`src/rtl/spi_xfer_arbiter.sv`:
```
// Two-requester SPI mode-0 byte engine with round-robin arbitration, burst locking
// and per-byte slow/fast SCK selection.
module spi_xfer_arbiter #(
  parameter int DIV_SLOW = 64,
  parameter int DIV_FAST = 4,
  parameter int GAP      = 4
) (
  input  logic        clk,
  input  logic        rst,
  input  logic [1:0]  req_valid,
  output logic [1:0]  req_ready,
  input  logic [15:0] req_data,
  input  logic [1:0]  req_last,
  input  logic [1:0]  req_fast,
  output logic        rsp_valid,
  output logic        rsp_id,
  output logic [7:0]  rsp_data,
  output logic        spi_clk,
  output logic        spi_mosi,
  input  logic        spi_miso,
  output logic [1:0]  spi_cs_n
);

  localparam int CW = (DIV_SLOW > 1) ? $clog2(DIV_SLOW) : 1;
  localparam int GW = (GAP > 1) ? $clog2(GAP) : 1;
  localparam logic [CW-1:0] SLOW_RELOAD = CW'(DIV_SLOW - 1);
  localparam logic [CW-1:0] FAST_RELOAD = CW'(DIV_FAST - 1);
  localparam logic [GW-1:0] GAP_RELOAD  = GW'((GAP > 0) ? GAP - 1 : 0);

  typedef enum logic [2:0] {
    ST_IDLE,
    ST_SHIFT_LO,
    ST_SHIFT_HI,
    ST_LOCKED,
    ST_GAP
  } state_t;

  state_t          state_q, state_d;
  logic [7:0]      shreg_q, shreg_d;
  logic [7:0]      rxreg_q, rxreg_d;
  logic            last_q, last_d;
  logic            fast_q, fast_d;
  logic            owner_q, owner_d;
  logic            prio_q, prio_d;
  logic [CW-1:0]   div_cnt_q, div_cnt_d;
  logic [2:0]      bit_cnt_q, bit_cnt_d;
  logic [GW-1:0]   gap_cnt_q, gap_cnt_d;
  logic [1:0]      cs_n_q, cs_n_d;
  logic            sck_q, sck_d;
  logic            rsp_valid_q, rsp_valid_d;
  logic            rsp_id_q, rsp_id_d;
  logic [7:0]      rsp_data_q, rsp_data_d;

  logic            winner;
  logic            acc_id;
  logic            accept;
  logic [7:0]      acc_byte;
  logic [CW-1:0]   div_reload;

  // On a tie the favoured requester wins; in LOCKED only the burst owner is eligible.
  always_comb begin
    winner    = (req_valid == 2'b11) ? prio_q : req_valid[1];
    acc_id    = (state_q == ST_LOCKED) ? owner_q : winner;
    req_ready = 2'b00;
    if (!rst) begin
      if (state_q == ST_IDLE && req_valid != 2'b00) begin
        req_ready[winner] = 1'b1;
      end else if (state_q == ST_LOCKED) begin
        req_ready[owner_q] = req_valid[owner_q];
      end
    end
    accept     = (req_valid & req_ready) != 2'b00;
    acc_byte   = acc_id ? req_data[15:8] : req_data[7:0];
    div_reload = fast_q ? FAST_RELOAD : SLOW_RELOAD;
  end

  always_comb begin
    state_d     = state_q;
    shreg_d     = shreg_q;
    rxreg_d     = rxreg_q;
    last_d      = last_q;
    fast_d      = fast_q;
    owner_d     = owner_q;
    prio_d      = prio_q;
    div_cnt_d   = div_cnt_q;
    bit_cnt_d   = bit_cnt_q;
    gap_cnt_d   = gap_cnt_q;
    cs_n_d      = cs_n_q;
    sck_d       = sck_q;
    rsp_valid_d = 1'b0;
    rsp_id_d    = rsp_id_q;
    rsp_data_d  = rsp_data_q;

    unique case (state_q)
      ST_IDLE, ST_LOCKED: begin
        if (accept) begin
          owner_d   = acc_id;
          shreg_d   = acc_byte;
          last_d    = req_last[acc_id];
          fast_d    = req_fast[acc_id];
          div_cnt_d = req_fast[acc_id] ? FAST_RELOAD : SLOW_RELOAD;
          bit_cnt_d = 3'd0;
          cs_n_d    = acc_id ? 2'b01 : 2'b10;
          sck_d     = 1'b0;
          state_d   = ST_SHIFT_LO;
        end
      end

      ST_SHIFT_LO: begin
        if (div_cnt_q == '0) begin
          rxreg_d   = {rxreg_q[6:0], spi_miso};
          sck_d     = 1'b1;
          div_cnt_d = div_reload;
          state_d   = ST_SHIFT_HI;
        end else begin
          div_cnt_d = div_cnt_q - 1'b1;
        end
      end

      ST_SHIFT_HI: begin
        if (div_cnt_q == '0) begin
          sck_d = 1'b0;
          if (bit_cnt_q == 3'd7) begin
            rsp_valid_d = 1'b1;
            rsp_id_d    = owner_q;
            rsp_data_d  = rxreg_q;
            if (last_q) begin
              cs_n_d    = 2'b11;
              prio_d    = ~owner_q;
              gap_cnt_d = GAP_RELOAD;
              state_d   = (GAP == 0) ? ST_IDLE : ST_GAP;
            end else begin
              state_d = ST_LOCKED;
            end
          end else begin
            bit_cnt_d = bit_cnt_q + 3'd1;
            shreg_d   = {shreg_q[6:0], 1'b0};
            div_cnt_d = div_reload;
            state_d   = ST_SHIFT_LO;
          end
        end else begin
          div_cnt_d = div_cnt_q - 1'b1;
        end
      end

      ST_GAP: begin
        if (gap_cnt_q == '0) begin
          state_d = ST_IDLE;
        end else begin
          gap_cnt_d = gap_cnt_q - 1'b1;
        end
      end

      default: state_d = ST_IDLE;
    endcase
  end

  always_ff @(posedge clk or posedge rst) begin
    if (rst) begin
      state_q     <= ST_IDLE;
      shreg_q     <= 8'h00;
      rxreg_q     <= 8'h00;
      last_q      <= 1'b0;
      fast_q      <= 1'b0;
      owner_q     <= 1'b0;
      prio_q      <= 1'b0;
      div_cnt_q   <= '0;
      bit_cnt_q   <= 3'd0;
      gap_cnt_q   <= '0;
      cs_n_q      <= 2'b11;
      sck_q       <= 1'b0;
      rsp_valid_q <= 1'b0;
      rsp_id_q    <= 1'b0;
      rsp_data_q  <= 8'h00;
    end else begin
      state_q     <= state_d;
      shreg_q     <= shreg_d;
      rxreg_q     <= rxreg_d;
      last_q      <= last_d;
      fast_q      <= fast_d;
      owner_q     <= owner_d;
      prio_q      <= prio_d;
      div_cnt_q   <= div_cnt_d;
      bit_cnt_q   <= bit_cnt_d;
      gap_cnt_q   <= gap_cnt_d;
      cs_n_q      <= cs_n_d;
      sck_q       <= sck_d;
      rsp_valid_q <= rsp_valid_d;
      rsp_id_q    <= rsp_id_d;
      rsp_data_q  <= rsp_data_d;
    end
  end

  // MOSI is the top of the shift register, so it is already bit 7 right after accept.
  assign spi_mosi  = shreg_q[7];
  assign spi_clk   = sck_q;
  assign spi_cs_n  = cs_n_q;
  assign rsp_valid = rsp_valid_q;
  assign rsp_id    = rsp_id_q;
  assign rsp_data  = rsp_data_q;

endmodule

```
`config.mk`:
```
export PLATFORM = sky130hd
export DESIGN_NAME = spi_xfer_arbiter
export DESIGN_NICKNAME = d
export VERILOG_FILES = /design/src/rtl/spi_xfer_arbiter.sv
export SDC_FILE = /design/constraint.sdc
export NUM_CORES = 1
export LEC_CHECK = 0
export CAP_MARGIN = 25
export CORE_MARGIN = 2
export CORE_UTILIZATION = 25
export CTS_BUF_LIST = sky130_fd_sc_hd__clkbuf_4 sky130_fd_sc_hd__clkbuf_8
export DETAILED_ROUTE_END_ITERATION = 10
export HOLD_SLACK_MARGIN = 0.15
export PLACE_DENSITY = 0.44
export SLEW_MARGIN = 10
export SYNTH_ARGS = -nofsm -noshare
export SYNTH_HDL_FRONTEND = slang
export SYNTH_SLANG_ARGS = --single-unit
```
`constraint.sdc`:
```
create_clock -name clk -period 2.4 [get_ports clk]
set_clock_uncertainty 0.15 [all_clocks]
set_input_delay 0.48 -clock clk [delete_from_list [all_inputs] [get_ports clk]]
set_output_delay 0.48 -clock clk [all_outputs]
set_load 0.01 [all_outputs]
```
# --- Yosys cells after proc, flatten, opt, wreduce, memory -nomap -nowiden ---
# Index checks and enable logic that the tools add are counted.
totals:
  reg_bits: 47
  input_bits: 25
  out_inout_bits: 16
op_classes:
  reduce_logical: 22
  mux: 53
  magnitude_cmp: 5
  bitwise: 3
  addsub: 3
  n_eq_ne: 15
op_table:
  columns: ["cell", "count"]
  rows:
  - ["2-to-1 mux 6 bit", 6]
  - ["2-to-1 mux 8 bit", 4]
  - ["2-to-1 mux 3 bit", 9]
  - ["2-to-1 mux 2 bit", 9]
  - ["case mux 6 bit (3 select lines)", 1]
  - ["2-to-1 mux 1 bit", 16]
  - ["!= test 2 bit (second input constant)", 8]
  - ["case mux 8 bit (2 select lines)", 1]
  - ["AND reduction 4 bit", 4]
  - ["case mux 3 bit (4 select lines)", 1]
  - ["AND reduction 5 bit", 2]
  - ["case mux 2 bit (2 select lines)", 2]
  - ["nonzero test 2 bit", 4]
  - ["== test 3 x 2 -> 1 bit (second input constant)", 2]
  - ["== test 3 bit (second input constant)", 2]
  - ["zero test 6 bit", 1]
  - ["less-than comparator 1 x 2 -> 1 bit (second input constant)", 3]
  - ["case mux 3 bit (2 select lines)", 1]
  - ["AND reduction 3 bit", 2]
  - ["subtractor 6 x 1 -> 6 bit (second input constant)", 1]
  - ["AND 2 bit", 2]
  - ["AND reduction 2 bit", 2]
  - ["adder 3 x 1 -> 3 bit (second input constant)", 1]
  - ["== test 3 x 1 -> 1 bit (second input constant)", 1]
  - ["other kinds (12)", 16]

# --- Logic depth before layout (Yosys ltp) ---
# Gate-level depths: netlist of the first run.
depth:
  word_depth: 12
  ltp_mapped: 8
  mapped_depth_nobuf: 8

# --- Least setup slack after synthesis of the first run ---
# OpenSTA, ideal clock, no wires.
synth_path:
  kind: "input -> register"
  startpoint: "in rst"
  endpoint: "reg div_cnt_q[1]"
  arrival_ps: 2540
  slack_ps: -414
  setup_ps: 125
  path_stages: 5
  required_time_ps: 2125
  cell_sequence: "inv_1 o21ai_0 a31o_2 nor2_1 mux2_2"
synth_between:
  elab_chain_cells: 5
synth_rtl:
  columns: ["item", "line_no", "text"]
  rows:
  - ["start: declaration", "9", "input logic rst,"]
  - ["2-to-1 mux 2 bit", "65", "if (!rst) begin"]
  - ["AND 2 bit", "72", "accept = (req_valid & req_ready) != 2'b00;"]
  - ["nonzero test 2 bit", "72", null]
  - ["!= test 2 bit (no line)", null, null]
  - ["AND reduction 3 bit (no line)", null, null]
  - ["end signal: assignment", "183", "div_cnt_q <= div_cnt_d;"]
  - ["end: declaration", "45", "logic [CW-1:0] div_cnt_q, div_cnt_d;"]
# Every way passes these cells.
# A chain may end at the register's enable or synchronous reset.

# --- Worst setup path after layout of the first run ---
layout_path:
  startpoint: "reg state_q[1]"
  endpoint: "out req_ready[1]"
layout_between:
  elab_chain_cells: 4
  word_cells_on_any_way: 6
  classes_between: "1 x eq/ne; 3 x mux; 2 x reduce/logical"
layout_rtl:
  columns: ["item", "line_no", "text"]
  rows:
  - ["start: declaration", "38", "state_t state_q, state_d;"]
  - ["start signal: assignment", "176", "state_q <= state_d;"]
  - ["== test 3 x 2 -> 1 bit or zero test 3 bit (tied branches)", "68, 66", null]
  - ["2-to-1 mux 2 bit or logical AND 1 bit (tied branches)", "68, 66", null]
  - ["2-to-1 mux 2 bit (*)", "66", "if (state_q == ST_IDLE && req_valid != 2'b00) begin"]
  - ["2-to-1 mux 2 bit (*)", "65", null]
  - ["end: declaration", "11", "output logic [1:0] req_ready,"]
# Mark *: on every way between the ends. The rest lies on a longest branch, timed or not.

==> summary.txt, run 1 <==
Clocking
  – CTS Sinks: 47
  – Max Buffers Root-to-Sink: 2
  – CTS Buf Count: 5
  – Skew-Pair Late Insertion Delay: 300 ps
  – H-tree Lvls: 2
  – CTS tree: yes
  – Root buf cell: clkbuf_8
  – Clock slew at reported path FFs: about 90 ps

STA
  – Relative slew slack: 68.3%
  – Final setup vio count: 0
  – Tcrit/Tclk final: between 90 and 100%
  – RSZ-0062 raised after global routing: true
  – Final min period: around 2400 ps
  – Peak Freq: 424 MHz
  – Final hold violations: 0
  – Slew Limit Fails: 0
  – Final TNS setup: 0 ps
  – Tightest Pin Transition: about 470 ps
  – Worst setup margin: approximately 41 ps
  – Final Hold Slack: 328 ps

Power
  – Max VDD drop: 0.000298 V
  – Clock network power share: about 16%
  – P_sw: 1.12 mW
  – Pwr Density: 942 nW/um^2
  – Seq pwr share: 38.7%
  – Sw Share: 35.8%
  – Int Pwr: 2.02 mW
  – Leak: 1.54 nW
  – Comb power frac: 45.1%
  – Pwr Total: 3.14 mW

Place
  – Dpl cell area: about 3200 um^2
  – Pre-CTS WS: -403 ps
  – Placer Congestion: 0.767
  – Post-Place Cells: between 400 and 500
  – Hpwl dp: 4170 um
  – Port Buffer Count: 40

Yosys
  – Syn avg cell area: approximately 10 um^2
  – Async set-reset flop share out of synthesis: 100%
  – #FFs+latches synth: 47
  – Yosys top cell by area: dfrtp_1
  – Synthesized cell area: approximately 2500 um^2
  – Synthesized Nets: 269
  – Yosys top cell area share: 45.7%
  – Seq/Total Area, Yosys: 47.8%
  – Count of unique library cells instantiated by Yosys: 47
  – Largest cells by area after synthesis: dfrtp_1, mux2_2, nand2_1, mux2i_1, o21ai_0
  – EDFF count, synth: 0
  – Synth Warn #: 0
  – Syn Inst Count: 240
  – Synth Flop Type: dfrtp_1

Finish
  – Share of layout cells above drive strength 1: 24.5%
  – Final Util: about a third
  – Area Overhead vs Synth: 35.2%
  – Nets@finish: 338
  – Ant diodes: 0
  – Finished Cell Area: 3330 um^2
  – Fillers: 1025
  – Final Non-Filler Cells: 443

Status
  – Outcome: finished, final reports clean

Drt
  – Routed wire length: 5660 um
  – Pre-antenna DRT Iters: 4
  – WL/cell: between 10 and 15 um
  – Final ANT Viol Nets: 0
  – Drt drc: 0
  – Vias: approximately 2000
  – DR iter-0 viols: 46
  – Drt via density: 4.42

Setup path
  – Crit Path Max Fanout: 5
  – CP bufs+invs: 1
  – CP Depth: 5
  – R2R depth: 7
  – Worst Path Required: 1770 ps
  – Worst path slowest cell: dfrtp_1
  – Crit path capture type: output port
  – Max incr delay on CP: approximately 430 ps
  – Crit path launch type: register
  – Critical path arrival: 1730 ps
  – Crit path kind: reg2out
  – Delay-heaviest family, CP: simple AND/OR/NAND/NOR gates
  – CP cell instances: and4b_1, o21ai_1, a211oi_4, nor3b_4, buf_2

Global route
  – Gr usage total: 11.3%
  – Vias in the first global route: about 1900
  – Total gr overflow: 0
  – First-pass GRT wire length: about 9400 um
  – Largest net degree at the start of global routing: 31
  – Initial antenna violation count: 0

Floorplanning
  – Starting density of the core: 25.4%
  – Die Height: 103 um
  – I/O Pins: 41
  – Die Footprint: 10700 um^2
  – DIE WIDTH: 103 um
  – Core area: roughly 9700 um^2
  – Row cnt: 36

Run
  – # Max-Cap Violations: 0

Hold path
  – Hold WC Path Type: reg2reg
  – Worst hold path stage count: 2
==> power groups by stage <==
stage          Sequential, mW  Clock [mW]  Combinational, mW
2_1_floorplan            1.19           0              0.913
3_3_place_gp             1.22           0               1.39
3_5_place_dp             1.23           0               1.40
4_1_cts                  1.21       0.536               1.40
5_1_grt                  1.25       0.576               1.59
6_report                 1.21       0.509               1.42
==> cells in the mapped netlist, drive strengths merged, types with 2 or more instances <==
| cell | instances |
|---|---|
| mux2i | 13 |
| nand4 | 2 |
| mux2 | 21 |
| buf | 5 |
| nand2b | 4 |
| a31oi | 2 |
| a22o | 2 |
| nor2 | 10 |
| o21ai | 22 |
| nand3 | 3 |
| inv | 12 |
| a21o | 2 |
| nor2b | 2 |
| nor3 | 2 |
| nor4 | 2 |
| a21oi | 7 |
| a211oi | 2 |
| nand2 | 48 |
| nand4b | 3 |
| dfstp | 2 |
| a22oi | 2 |
| ha | 4 |
| clkbuf | 3 |
| or4 | 3 |
| dfrtp | 45 |
| o31ai | 2 |
==> state kept, by name (all words and copies together) (netlist names) <==
register and flops:
bit_cnt_q 3, rsp_id 1, gap_cnt_q 2, spi_cs_n 2, div_cnt_q 6, fast_q 1, shreg_q 8, last_q 1
prio_q 1, rsp_data 8, owner_q 1, spi_clk 1, state_q 3, rsp_valid 1, rxreg_q 8
==> metal layers <==
layer	track usage, %	part of all wire [%]	vias to the layer above
met3	2.15	2.4	4
met5	0	0	-
li1	-	-	983
met1	16.4	51	954
met4	3.64	1.0	0
met2	17.1	46	18
==> path summary, 6_finish.rpt <==
kind	slack (ps)	endpoint	from
setup / recovery	40	req_ready[1]	state_q[1]
setup reg to reg	230	shreg_q[7]	div_cnt_q[0]
max in group asynchronous	1140	div_cnt_q[1]	rst
hold / removal	330	rsp_data[6]	rsp_data[6]
min in group asynchronous	620	owner_q	rst
hold reg to reg	330	rsp_data[6]	rsp_data[6]
==> final cells by class <==
cell class / count / area, um^2 / share of cell area, %
Multi-Input combinational cell: 173 / 1220 / 36.6
Clock inverter: 2 / 16.3 / 0.488
Clock buffer: 6 / 82.6 / 2.48
Inverter: 12 / 48.8 / 1.47
Tap cell: 133 / 166 / 5.00
Sequential cell: 47 / 1180 / 35.4
Timing Repair Buffer: 70 / 619 / 18.6
==> timing repair <==
| item | 4_1_cts | 5_1_grt |
|---|---|---|
| setup buffers | 1 | 0 |
| gates resized for setup | 5 | 10 |
| pin swaps | 0 | 2 |
| hold buffers | 0 | 0 |
| setup endpoints to repair | 2 | 3 |
==> worst reg2reg max path, stage by stage (launching register included) <==
cell	delay, ps
dfrtp_1	410
inv_1	60
ha_1	230
nand2b_1	220
nor4_4	50
buf_4	190
a31oi_4	370
mux2_2	380
==> placed cells by master, fill, tap and decap left out, types with 2 or more instances in the layout <==
cell type	instances
o21ai_0	20
mux2i_1	13
nand4_1	2
dfstp_2	2
buf_4	29
a31oi_4	2
dfrtp_1	45
ha_1	4
a22o_1	2
a22oi_1	2
a21oi_1	6
mux2_2	21
clkinvlp_4	2
or4_1	3
nand2_1	48
nor2_2	2
o31ai_1	2
nand3_1	2
nor2_1	8
nand2b_1	4
a21o_1	2
nor3_1	2
clkdlybuf4s50_1	38
clkbuf_8	6
nor2b_1	2
inv_1	11
nand4b_1	3
==> cell families after synthesis <==
family	Yosys count	synth area share (%)
and+or+nand+nor	86	17.7
AOI/OAI and AO/OA	48	13.2
DFF	47	47.8
muxes	34	14.9
buffers and inverters	20	4.01
adders and majority gates	4	2.03
xor gates and xnor gates	1	0.356
(Power assumes the default switching activity.)
==> run 2, diff against run 1 <==
Settings changed: ABC_AREA set to 1, CAP_MARGIN 25 to 40, PLACE_DENSITY 0.44 to 0.42.
Clock period 2.4 ns to 2.3 ns, I/O delays scaled along.
==> run 2 against run 1 <==
Highest routed layer unchanged. Critical path type is now in2out. Largest power group unchanged. Largest cell class is now flip-flops and latches. Power grew 11%. Cell count is 16% higher. Routed wire length up 11%. Utilization shrank 1.4 points.
==> summary.txt, run 2 <==
Status
  – Outcome: finished, final reports clean

Finish
  – Nets@finish: 408 (+21%)
  – Commonest non-fill, non-tap cell in the layout: nand2_1
  – Share of layout cells above drive strength 1: 12.1% (-12 points)
  – Ant diodes: 0 (unchanged)
  – Most frequent cells in the layout: nand2_1, dfrtp_1, inv_1, clkdlybuf4s50_1, nand3_1
  – Finished Cell Area: 3240 um^2 (-2.8%)
  – Fillers: 1112 (+8.5%)
  – Area Overhead vs Synth: 27.1%
  – Final Non-Filler Cells: 513 (+16%)
  – Final Util: 33.0% (-1.4 points)

Place
  – Post-Place Cells: 505 (+16%)
  – Port Buffer Count: 40 (unchanged)
  – Hpwl dp: 4640 um (+11%)
  – Dpl cell area: 3150 um^2 (-1.8%)
  – Placer Congestion: 0.771 (+0.47%)
  – Pre-CTS WS: -300 ps (+103 ps)

Floorplanning
  – Row cnt: 36 (unchanged)
  – Die Footprint: 11000 um^2 (+3.3%)
  – Die Height: 105 um (+1.6%)
  – Core area: 9820 um^2 (+1.4%)
  – I/O Pins: 41 (unchanged)
  – Starting density of the core: 25.9% (+0.50 points)
  – DIE WIDTH: 105 um (+1.6%)

Yosys
  – Synth Area in XOR/XNOR: 0.688% (+0.33 points)
  – Largest cells by area after synthesis: dfrtp_1, nand2_1, inv_1, nand3_1, nand4_1
  – Synth Warn #: 0 (unchanged)
  – Simple-gate area share of the yosys netlist: 35.1% (+17 points)
  – Yosys top cell by area: dfrtp_1
  – Post-synthesis adder-cell area fraction: 1.96% (-0.067 points)
  – Post-synth top cells: nand2_1, dfrtp_1, inv_1
  – Mux share of post-synthesis cell area: 0% (-15 points)
  – EDFF count, synth: 0 (unchanged)
  – Synth Flop Type: dfrtp_1
  – Count of unique library cells instantiated by Yosys: 29 (-38%)
  – Main combinational cell family by area after synthesis: simple AND/OR/NAND/NOR gates
  – Syn Inst Count: 328 (+37%)
  – Seq/Total Area, Yosys: 46.3% (-1.6 points)
  – Synth Area in Compound Gates: 6.68% (-6.5 points)
  – Top-count cell post-synth: nand2_1
  – Synthesized Nets: 357 (+33%)
  – Yosys top cell area share: 44.2% (-1.5 points)
  – Syn avg cell area: 7.77 um^2 (-24%)
  – #FFs+latches synth: 47 (unchanged)
  – Async set-reset flop share out of synthesis: 100% (unchanged)
  – Synthesized cell area: 2550 um^2 (+3.4%)

STA
  – Slew Limit Fails: 0 (unchanged)
  – Tcrit/Tclk final: slightly above 90%
  – Final Hold Slack: 320 ps (-7.79 ps)
  – Final setup vio count: 0 (unchanged)
  – Final TNS setup: 0 ps (unchanged)
  – Tightest Pin Transition: 618 ps (+147 ps)
  – Final hold violations: 0 (unchanged)
  – Final min period: 2150 ps
  – Relative slew slack: 58.8% (-9.5 points)
  – Peak Freq: ~460 MHz
  – Worst setup margin: 149 ps (+108 ps)
  – RSZ-0062 raised after global routing: false

Clocking
  – CTS tree: yes
  – Root buf cell: clkbuf_8
  – CTS Sinks: 47 (unchanged)
  – Post-CTS setup buffer count: 0 (-1)
  – Skew-Pair Late Insertion Delay: 310 ps (about the same)
  – CTS Buf Count: 5 (unchanged)
  – H-tree Lvls: 2 (unchanged)
  – Clock slew at reported path FFs: 100 ps (about the same)
  – Max Buffers Root-to-Sink: 2 (unchanged)

Power
  – Leak: 1.59 nW (+3.4%)
  – Max VDD drop: 0.000370 V (+24%)
  – Pwr Total: 3.49 mW (+11%)
  – Pwr Density: 1080 nW/um^2 (+14%)

Setup path
  – Worst r2r src: div_cnt_q[0]
  – Crit path capture type: output port
  – Crit path launch type: input port
  – Crit path kind: in2out
  – Critical path arrival: 1540 ps (-190 ps)
  – Reg2reg end: rxreg_q[0]
  – Worst Path Required: 1690 ps (-80 ps)
  – Register-to-register setup slack: 340 ps (+110 ps)
  – R2R depth: 6 (-1)
  – Crit Path Max Fanout: 4 (-1)

Drt
  – Drt drc: 0 (unchanged)
  – Pre-antenna DRT Iters: 4 (unchanged)
  – Routed wire length: 6300 um (+11%)
  – DR iter-0 viols: 155 (+240%)
  – Vias: 2266 (+16%)
  – Drt via density: 4.42 (-0.11%)
  – Final ANT Viol Nets: 0 (unchanged)
  – WL/cell: 12.3 um (-3.9%)

Global route
  – Total gr overflow: 0 (unchanged)
  – First-pass GRT wire length: 11200 um (+19%)
  – Initial antenna violation count: 0 (unchanged)
  – Largest net degree at the start of global routing: 47 (+52%)
  – Vias in the first global route: 2292 (+21%)
  – Gr usage total: 12.5% (+1.1 points)

Hold path
  – Hold Path Sink: spi_cs_n[1]
  – Worst hold path stage count: 2 (unchanged)
  – Hold WC Path Type: reg2reg
  – Min-delay src: spi_cs_n[1]

Run
  – # Max-Cap Violations: 0 (unchanged)
==> run 2: cell count changes in the layout (fill, tap and decap cells not counted), sizes merged, moves of 4 or more <==
cell	change
nand2	+69
nand2b	-4
buf	-16
mux2	-21
nand3	+27
nand4	+20
mux2i	-13
nor2	+10
inv	+30
==> run 2: worst max-delay path by stage <==
stage | from | to | slack [ps] | cells past startpoint
floorplan | rst | req_ready[0] | 110 | 3
global placement | req_valid[1] | req_ready[1] | -300 | 8
detailed placement | req_valid[1] | req_ready[1] | -300 | 8
CTS | state_q[1] | req_ready[0] | 80 | 7
global route | state_q[2] | req_ready[1] | 8 | 8
finish | rst | req_ready[0] | 150 | 5
==> run 2: cell type report <==
type                    count  area, um^2  area share [%]
clock buffers               5        68.8            2.13
clock inverters             3        22.5           0.696
inverters                  40         156            4.83
multi-input cells         230        1130            35.0
flip-flops and latches     47        1180            36.5
well taps                 133         166            5.14
repair buffers             55         509            15.7
==> run 2: kinds of logic (layout without fill, tap and decap cells) <==
| kind of cell | Yosys count | after routing |
|---|---|---|
| AND/OR/NAND/NOR | 192 | 192 |
| XOR/XNOR | 2 | 2 |
| flip-flops | 47 | 47 |
| AO/OA/AOI/OAI | 32 | 32 |
| adder cells (fa/ha/maj) | 4 | 4 |
| buffers and inverters | 51 | 103 |
==> run 2: what timing repair did <==
action                                  in CTS  in global routing
endpoints found under the setup margin       2                  2
resized for setup                            4                  4
hold buffers                                 0                  0
==> run 2: worst max-delay path, stage by stage <==
cell and delay, ps:
clkdlybuf4s50_1 510, clkinvlp_4 140, nand3_2 100, inv_1 60, dlygate4sd2_1 280
==> run 2: per-layer routing <==
metal  vias to the layer above  track usage [%]  routed length [um]
met5                         -                0                   0
met4                         0             4.19                  63
met3                         4             2.31                 133
met2                        20             19.2                2850
met1                      1077             17.5                3250
li1                       1165                -                   -
==> run 2: report_power, final <==
group	switching [mW]	internal, mW	leakage, nW	total [mW]
combinational	1.04	0.651	0.934	1.70
sequential	0.191	1.07	0.608	1.26
clock	0.309	0.221	0.0489	0.529
total	1.54	1.94	1.59	3.49
